<file path="config.mk">
export PLATFORM = sky130hd
export DESIGN_NAME = counter_pwm_compare
export DESIGN_NICKNAME = d
export VERILOG_FILES = /design/src/rtl/counter_pwm_compare.sv
export SDC_FILE = /design/constraint.sdc
export NUM_CORES = 1
export LEC_CHECK = 0
export ABC_AREA = 0
export CORE_AREA = 3 3 79 81
export DETAILED_ROUTE_END_ITERATION = 7
export DIE_AREA = 0 0 82 84
export PLACE_DENSITY = 0.57
export SLEW_MARGIN = 20
export SYNTH_ARGS = -nofsm -noshare
export SYNTH_HDL_FRONTEND = slang
export SYNTH_SLANG_ARGS = --single-unit
</file>
<file path="constraint.sdc">
create_clock -name clk -period 3.1 [get_ports clk]
set_input_delay 0.465 -clock clk [delete_from_list [all_inputs] [get_ports clk]]
set_output_delay 0.465 -clock clk [all_outputs]
set_load 0.01 [all_outputs]
</file>
<file path="src/rtl/counter_pwm_compare.sv">
// counter_pwm_compare
//   Consumes the count bus of a free-running counter and produces a registered PWM
//   output from an unsigned compare against a double-buffered duty value. A new duty
//   value lands in a shadow register and only becomes active on a detected MAX->0
//   wrap, so a period is never cut short or stretched. Any break in the +1 count
//   sequence raises a sticky error flag.
//
// Ports
//   clk         in   rising-edge clock, shared with the counter
//   reset       in   synchronous, active-high reset
//   count       in   counter value, expected to advance by one every cycle
//   duty_data   in   new duty value offered to the shadow register
//   duty_valid  in   duty_data is valid
//   duty_ready  out  shadow register is empty and can take duty_data
//   err_clr     in   clears the sticky seq_err flag
//   pwm_out     out  registered PWM output, one cycle behind count
//   wrap_pulse  out  registered one-cycle pulse per detected wrap
//   wrap_cnt    out  wraps seen since reset, modulo 2**WRAP_W
//   seq_err     out  sticky flag: count sequence was broken
module counter_pwm_compare #(
    parameter int unsigned WIDTH    = 8,
    parameter int unsigned DUTY_RST = 0,
    parameter int unsigned WRAP_W   = 16
) (
    input  logic              clk,
    input  logic              reset,
    input  logic [WIDTH-1:0]  count,
    input  logic [WIDTH-1:0]  duty_data,
    input  logic              duty_valid,
    output logic              duty_ready,
    input  logic              err_clr,
    output logic              pwm_out,
    output logic              wrap_pulse,
    output logic [WRAP_W-1:0] wrap_cnt,
    output logic              seq_err
);

    localparam logic [WIDTH-1:0] MaxCount = '1;
    localparam logic [WIDTH-1:0] DutyRst  = WIDTH'(DUTY_RST);

    logic [WIDTH-1:0]  prev_count_q, prev_count_d;
    logic              prev_valid_q, prev_valid_d;
    logic [WIDTH-1:0]  active_duty_q, active_duty_d;
    logic [WIDTH-1:0]  shadow_duty_q, shadow_duty_d;
    logic              shadow_full_q, shadow_full_d;
    logic              pwm_q, pwm_d;
    logic              wrap_pulse_q, wrap_pulse_d;
    logic [WRAP_W-1:0] wrap_cnt_q, wrap_cnt_d;
    logic              seq_err_q, seq_err_d;

    logic              wrap_now;
    logic              apply_duty;
    logic              duty_xfer;
    logic              seq_break;
    logic [WIDTH-1:0]  expected_count;
    logic [WIDTH-1:0]  duty_eff;

    always_comb begin
        expected_count = prev_count_q + WIDTH'(1);
        // A jump straight to 0 from anything but MAX is a sequence error, not a wrap.
        wrap_now       = prev_valid_q && (prev_count_q == MaxCount) && (count == '0);
        seq_break      = prev_valid_q && (count != expected_count);
        apply_duty     = wrap_now && shadow_full_q;
        duty_ready     = !shadow_full_q;
        duty_xfer      = duty_valid && !shadow_full_q;
        // The incoming duty must already govern the count==0 sample of the wrap.
        duty_eff       = apply_duty ? shadow_duty_q : active_duty_q;
    end

    always_comb begin
        prev_count_d  = count;
        prev_valid_d  = 1'b1;
        active_duty_d = active_duty_q;
        shadow_duty_d = shadow_duty_q;
        shadow_full_d = shadow_full_q;
        pwm_d         = (count < duty_eff);
        wrap_pulse_d  = wrap_now;
        wrap_cnt_d    = wrap_cnt_q;
        seq_err_d     = seq_err_q;

        // Transfer needs an empty shadow and apply needs a full one, so they never collide.
        if (duty_xfer) begin
            shadow_duty_d = duty_data;
            shadow_full_d = 1'b1;
        end else if (apply_duty) begin
            active_duty_d = shadow_duty_q;
            shadow_full_d = 1'b0;
        end

        if (wrap_now) begin
            wrap_cnt_d = wrap_cnt_q + WRAP_W'(1);
        end

        // Set has priority over clear.
        if (seq_break) begin
            seq_err_d = 1'b1;
        end else if (err_clr) begin
            seq_err_d = 1'b0;
        end
    end

    always_ff @(posedge clk) begin
        if (reset) begin
            prev_count_q  <= '0;
            prev_valid_q  <= 1'b0;
            active_duty_q <= DutyRst;
            shadow_duty_q <= '0;
            shadow_full_q <= 1'b0;
            pwm_q         <= 1'b0;
            wrap_pulse_q  <= 1'b0;
            wrap_cnt_q    <= '0;
            seq_err_q     <= 1'b0;
        end else begin
            prev_count_q  <= prev_count_d;
            prev_valid_q  <= prev_valid_d;
            active_duty_q <= active_duty_d;
            shadow_duty_q <= shadow_duty_d;
            shadow_full_q <= shadow_full_d;
            pwm_q         <= pwm_d;
            wrap_pulse_q  <= wrap_pulse_d;
            wrap_cnt_q    <= wrap_cnt_d;
            seq_err_q     <= seq_err_d;
        end
    end

    assign pwm_out    = pwm_q;
    assign wrap_pulse = wrap_pulse_q;
    assign wrap_cnt   = wrap_cnt_q;
    assign seq_err    = seq_err_q;

endmodule

</file>
==> results of run 1 <==
==> flip-flops by register name, summed over array words and instances, names as in the netlist <==
| register | flops |
|---|---|
| active_duty_q | 8 |
| prev_count_q | 8 |
| prev_valid_q | 1 |
| pwm_out | 1 |
| seq_err | 1 |
| shadow_duty_q | 8 |
| shadow_full_q | 1 |
| wrap_cnt | 16 |
| wrap_pulse | 1 |
==> where the power goes <==
group          switching [uW]  total (uW)  internal, uW
registers                12.4         605           593
clock network             193         370           177
logic                    46.7         112          64.9
total                     252        1090           835
==> synthesized netlist by cell type (all sizes together) <==
master,number
o21a,1
nand3,4
o21ai,5
nand4,14
o31ai,1
mux2i,16
dfxtp,45
nor2,25
a21oi,5
and2,9
xor2,11
and4,7
o211ai,1
and4b,1
ha,9
a41oi,1
a21boi,1
or3,2
o211a,1
nor4,2
or2,1
clkbuf,6
o21bai,1
o22ai,1
nor4b,1
nor3b,1
inv,6
and3,4
a31oi,1
xnor2,13
buf,3
nand2b,1
nor2b,8
a2111o,1
nand2,5
a221oi,1
a211o,1
==> per-layer routing <==
metal | GRT usage [%] | share of wire [%] | wire length [um] | vias to the layer above
met2 | 21.7 | 46 | 2100 | 23
li1 | - | - | - | 862
met4 | 5.44 | 1.2 | 54 | 0
met1 | 19.0 | 49 | 2230 | 771
met3 | 3.67 | 3.5 | 157 | 6
met5 | 0 | 0 | 0 | -
==> critical path, cell delays in order <==
cell             delay (ns)
clkdlybuf4s50_1        0.42
nor4b_1                0.37
and4_1                 0.29
nand2_2                0.10
buf_4                  0.17
mux2i_1                0.20
ha_1                   0.28
nand4_1                0.11
a21oi_1                0.06
a2111o_1               0.37
a31oi_1                0.13
==> cells by family after synthesis <==
family / after synthesis / share of synthesized area [%]
AO/OA/AOI/OAI: 22 / 7.06
XOR/XNOR: 24 / 10.1
adder cells (fa/ha/maj): 9 / 5.39
buffers and inverters: 15 / 3.23
flip-flops: 45 / 43.1
multiplexers: 16 / 7.66
AND/OR/NAND/NOR: 85 / 23.5
==> layout by cell type (no fill, tap or decap), types with 2 or more instances in the layout <==
master            n
dfxtp_1          45
clkdlybuf4s50_1  39
nor2_1           25
mux2i_1          16
nand4_1          14
buf_4            14
xnor2_1          13
xor2_1           11
and2_1            9
ha_1              9
nor2b_1           8
and4_1            7
clkbuf_8          6
inv_1             5
o21ai_0           5
a21oi_1           5
and3_1            4
nand2_1           4
nand3_1           3
nor4_1            2
or3_1             2
==> layout make-up <==
| cell class | instances | share of cell area, % |
|---|---|---|
| inverters | 6 | 0.829 |
| well taps | 72 | 3.31 |
| repair buffers | 53 | 18.2 |
| multi-input cells | 156 | 41.3 |
| flip-flops and latches | 45 | 33.1 |
| clock buffers | 7 | 3.18 |
==> metrics by stage <==
step,area [um^2],hold slack [ns]
floorplan,2090,0.443
global placement,2630,0.484
detailed placement,2630,0.484
CTS,2720,0.493
global route,2720,0.531
finish,2720,0.493
==> worst paths after layout <==
check,from,end,slack (ns),depth (start not counted)
worst min-delay path,prev_valid_q,seq_err,0.49,2
worst max register to register,prev_count_q[0],pwm_out,0.46,11
worst max-delay path,count[1],pwm_out,0.37,11
worst min register to register,prev_valid_q,seq_err,0.49,2
==> impl_metrics.yaml, run 1 <==
power_and_ir_drop:
  leakage_uw: 0.00110
  peakVddDrop_mv: 0.176
  p_per_area_nw_per_um2: 400
  power.total_uw: 1090
drt:
  wire_per_inst_um: 13.4
  drt_iter0_drc: 54
  drcViolationCount: 0
  routed_wirelength_um: 4550
  viasPerCell: 4.90
  first_pass_iters: 3
  ant_nets: 0
  via_count: 1662
floorplanning:
  fp.dieW_um: 82
  rows: 27
  die-area_um2: 6890
  die_h_um: 84
  io_pins: 40
  start_util_pct: 37.7
  core_um2: 5540
grt:
  grt_max_degree: 19
  grt_pass1_wl_um: 7590
  grt_usage_pct: 14.3
  grt_overflow_total: 0
  antenna_found_initial: 0
  grt_pass1_vias: 1569
min_path:
  hold_class: "register to register"
place:
  dp.cells: 332
  routabilityCongestion: 0.770
  dp_hpwl_um: 3390
  port_buffers: 39
  preCtsSetupSlack_ns: 0.0558
synthesis:
  yosys_register_bits: 45
  syn_nets: 245
  synth_top_area_cell: "dfxtp_1"
  yosys_warnings: 0
  avgSynthCellArea_um2: 9.68
  synth_area_um2: 2090
  syn_inst: 216
  ys_seq_area_share_pct: 43.1
  synth.area.top_cells: "dfxtp_1 43%, mux2i_1 7.7%, xnor2_1 5.4%"
  ys_types: 42
  yosysTopAreaCellShare_pct: 43.1
sta:
  worst_pin_slew_ns: 0.541
  fmax_ghz: 0.366
  worst_slack_ns: 0.369
  slew_viol_final: 0
  grt_setup_unrepaired: "no"
  post-route-period-util_pct: 88.1
  tns_ns: 0
  slew_headroom_pct: 63.9
  skew_ns: 0.00765
  period_minus_slack_ns: 2.73
  setup_viol: 0
  hold_viol: 0
cells_and_area:
  final_cells: 339
  utilization_pct: 49.1
  diodes: 0
  fillCellCount: 551
  syn2layout_area_growth_pct: 30.0
  nets: 296
  regArea_um2: 901
  multiInputGateArea_um2: 1120
  drive_gt1_share_pct: 8.99
setup_path:
  critPathRequiredTime_ns: 3.33
  critPathLaunchType: "primary input"
  path_max_fanout: 4
  crit_path_end_kind: "register"
  critical_path_class: "primary input to register"
  arrival_ns: 2.96
cts:
  ctsResizeCount: 0
  worstSkewPairLatency_ns: 0.30
  htreeDepth: 2
  cts_setup_buffers: 0
  clockBufferDepth: 2
  cts-buffers-inserted: 5
  cts_sinks: 45
  clkTransAtPathRegs_ns: 0.08
  hold_buffers: 0
  cts-root-buf: "clkbuf_8"
  cts_tree: "built"
outcome:
  status: "finished, final reports clean"
job:
  drv_cap: 0
No activity file was read; power rests on OpenSTA's default activity.
==> run 2, diff against run 1 <==
==> constraint.sdc (replaced) <==
create_clock -name clk -period 3.1 [get_ports clk]
set_input_delay 0.465 -clock clk [delete_from_list [all_inputs] [get_ports clk]]
set_output_delay 0.465 -clock clk [all_outputs]
set_load 0.005 [all_outputs]
==> results of run 2 <==
The final DEF is identical to that of run 1. Status: finished, final reports clean.
==> run 3, diff against run 2 <==
--- a/config.mk
+++ b/config.mk
@@ -7,6 +7,7 @@
 export LEC_CHECK = 0
 export ABC_AREA = 0
 export CORE_AREA = 3 3 79 81
+export CTS_BUF_LIST = sky130_fd_sc_hd__clkbuf_8
 export DETAILED_ROUTE_END_ITERATION = 7
 export DIE_AREA = 0 0 82 84
 export PLACE_DENSITY = 0.57
==> constraint.sdc (replaced) <==
create_clock -name clk -period 2.78 [get_ports clk]
set_input_delay 0.417 -clock clk [delete_from_list [all_inputs] [get_ports clk]]
set_output_delay 0.417 -clock clk [all_outputs]
set_load 0.005 [all_outputs]
==> impl_metrics.yaml, run 3 (synthesis gave the netlist of run 1 again) <==
cells_and_area:
  final_cells: 348
  diodes: 0
  nets: 304
  fillCellCount: 543
  drive_gt1_share_pct: 14.5
  largest_register_ffs: 16
  final_cell_mix: "45 x dfxtp_1, 37 x clkdlybuf4s50_1, 25 x nor2_1"
  multiInputGateArea_um2: 1210
  final_common_cell: "dfxtp_1"
  syn2layout_area_growth_pct: 37.7
  regArea_um2: 901
  final_area_um2: 2880
cts:
  cts_tree: "built"
  cts-root-buf: "clkbuf_8"
  cts_sinks: 45
  worstSkewPairLatency_ns: 0.29
  clkTransAtPathRegs_ns: 0.08
  cts_setup_buffers: 0
  htreeDepth: 2
  cts-buffers-inserted: 5
  clockBufferDepth: 2
setup_path:
  crit_chain: "clkdlybuf4s50_1 > nor4b_2 > and4_4 > nand2_2 > buf_12 > mux2i_4 > ha_1 > nand4_1 > a21oi_1 > a2111o_1 > a31oi_1"
  critPathRequiredTime_ns: 2.99
  crit_path_top_delay_cell: "clkdlybuf4s50_1"
  crit_path_end_kind: "register"
  ff2ff_path_depth: 11
  crit_buf_inv: 2
  critical_path_class: "primary input to register"
  critPathLaunchType: "primary input"
  max_stage_delay_ns: 0.44
  arrival_ns: 2.87
  critPathTopFamily: "simple AND/OR/NAND/NOR gates"
  worst-path-stages: 11
  path_max_fanout: 6
power_and_ir_drop:
  internal_power_uw: 905
  leakage_uw: 0.00116
  comb_power_share_pct: 11.1
  swShare_pct: 23.3
  clock_power_share_pct: 31.6
  p_seq_share_pct: 57.3
  peakVddDrop_mv: 0.266
  power.total_uw: 1180
  p_per_area_nw_per_um2: 410
  switching_power_uw: 276
sta:
  worst_slack_ns: 0.122
  slew_headroom_pct: 61.5
  hold_viol: 0
  fmax_ghz: 0.376
  worst_pin_slew_ns: 0.576
  slew_viol_final: 0
  post-route-period-util_pct: 95.6
  tns_ns: 0
  setup_viol: 0
  period_minus_slack_ns: 2.66
  skew_ns: 0.00529
grt:
  grt_max_degree: 21
  antenna_found_initial: 0
  grt_pass1_vias: 1602
  grt_overflow_total: 0
  grt_pass1_wl_um: 7880
  grt_usage_pct: 14.6
floorplanning:
  die-area_um2: 6890
  die_h_um: 84
  rows: 27
  core_um2: 5540
  io_pins: 40
  fp.dieW_um: 82
  start_util_pct: 37.7
drt:
  ant_nets: 0
  viasPerCell: 4.96
  routed_wirelength_um: 4640
  drt_iter0_drc: 79
  first_pass_iters: 4
  via_count: 1726
  wire_per_inst_um: 13.3
  drcViolationCount: 0
place:
  port_buffers: 39
  dp_hpwl_um: 3440
  placed_area_um2: 2700
  preCtsSetupSlack_ns: -0.222
  dp.cells: 340
  routabilityCongestion: 0.790
min_path:
  hold_class: "register to register"
  min_delay_path_depth: 2
job:
  drv_cap: 0
outcome:
  status: "finished, final reports clean"
## run 3: area by class of cell
type / count / share of cell area [%]
well taps: 72 / 3.13
multi-input cells: 156 / 42.1
repair buffers: 61 / 19.9
clock buffers: 5 / 2.39
clock inverters: 3 / 0.391
flip-flops and latches: 45 / 31.3
inverters: 6 / 0.782
## run 3: power groups by stage
stage	registers (uW)	logic, uW	clock network, uW
after floorplan	685	62.8	0
after global placement	690	126	0
after detailed placement	690	126	0
after CTS	675	127	397
after global routing	678	146	418
final	676	131	373
## run 3: repair_timing
action | 4_1_cts | 5_1_grt
resized for setup | 0 | 15
hold buffers | 0 | 0
endpoints found under the setup margin | 0 | 1
hold endpoints to repair | 0 | 0
## run 3: through the flow
step / util, % / hold slack, ns
6_report: 52.0 / 0.477
5_1_grt: 52.0 / 0.527
4_1_cts: 50.2 / 0.482
3_5_place_dp: 48.8 / 0.470
3_3_place_gp: 48.8 / 0.473
2_1_floorplan: - / 0.443
## run 3: per-layer routing
layer	vias to the layer above	global-route usage (%)	wire length, um
met4	0	3.63	36
li1	882	-	-
met2	25	21.6	2190
met5	-	0	0
met1	817	20.9	2290
met3	2	3.67	126
## run 3: worst paths after layout
path	from	end	slack, ns
worst max register to register	prev_count_q[0]	pwm_out	0.19
worst max-delay path	count[1]	pwm_out	0.12
worst min register to register	prev_valid_q	seq_err	0.48
worst min-delay path	prev_valid_q	seq_err	0.48
## run 3: worst reg2reg max path, stage by stage, from the launching register on
cell	delay [ns]
dfxtp_1	0.42
ha_1	0.20
and4b_1	0.20
and4_4	0.24
nand2_2	0.10
buf_12	0.17
mux2i_4	0.18
ha_1	0.30
nand4_1	0.10
a21oi_1	0.07
a2111o_1	0.38
a31oi_1	0.16
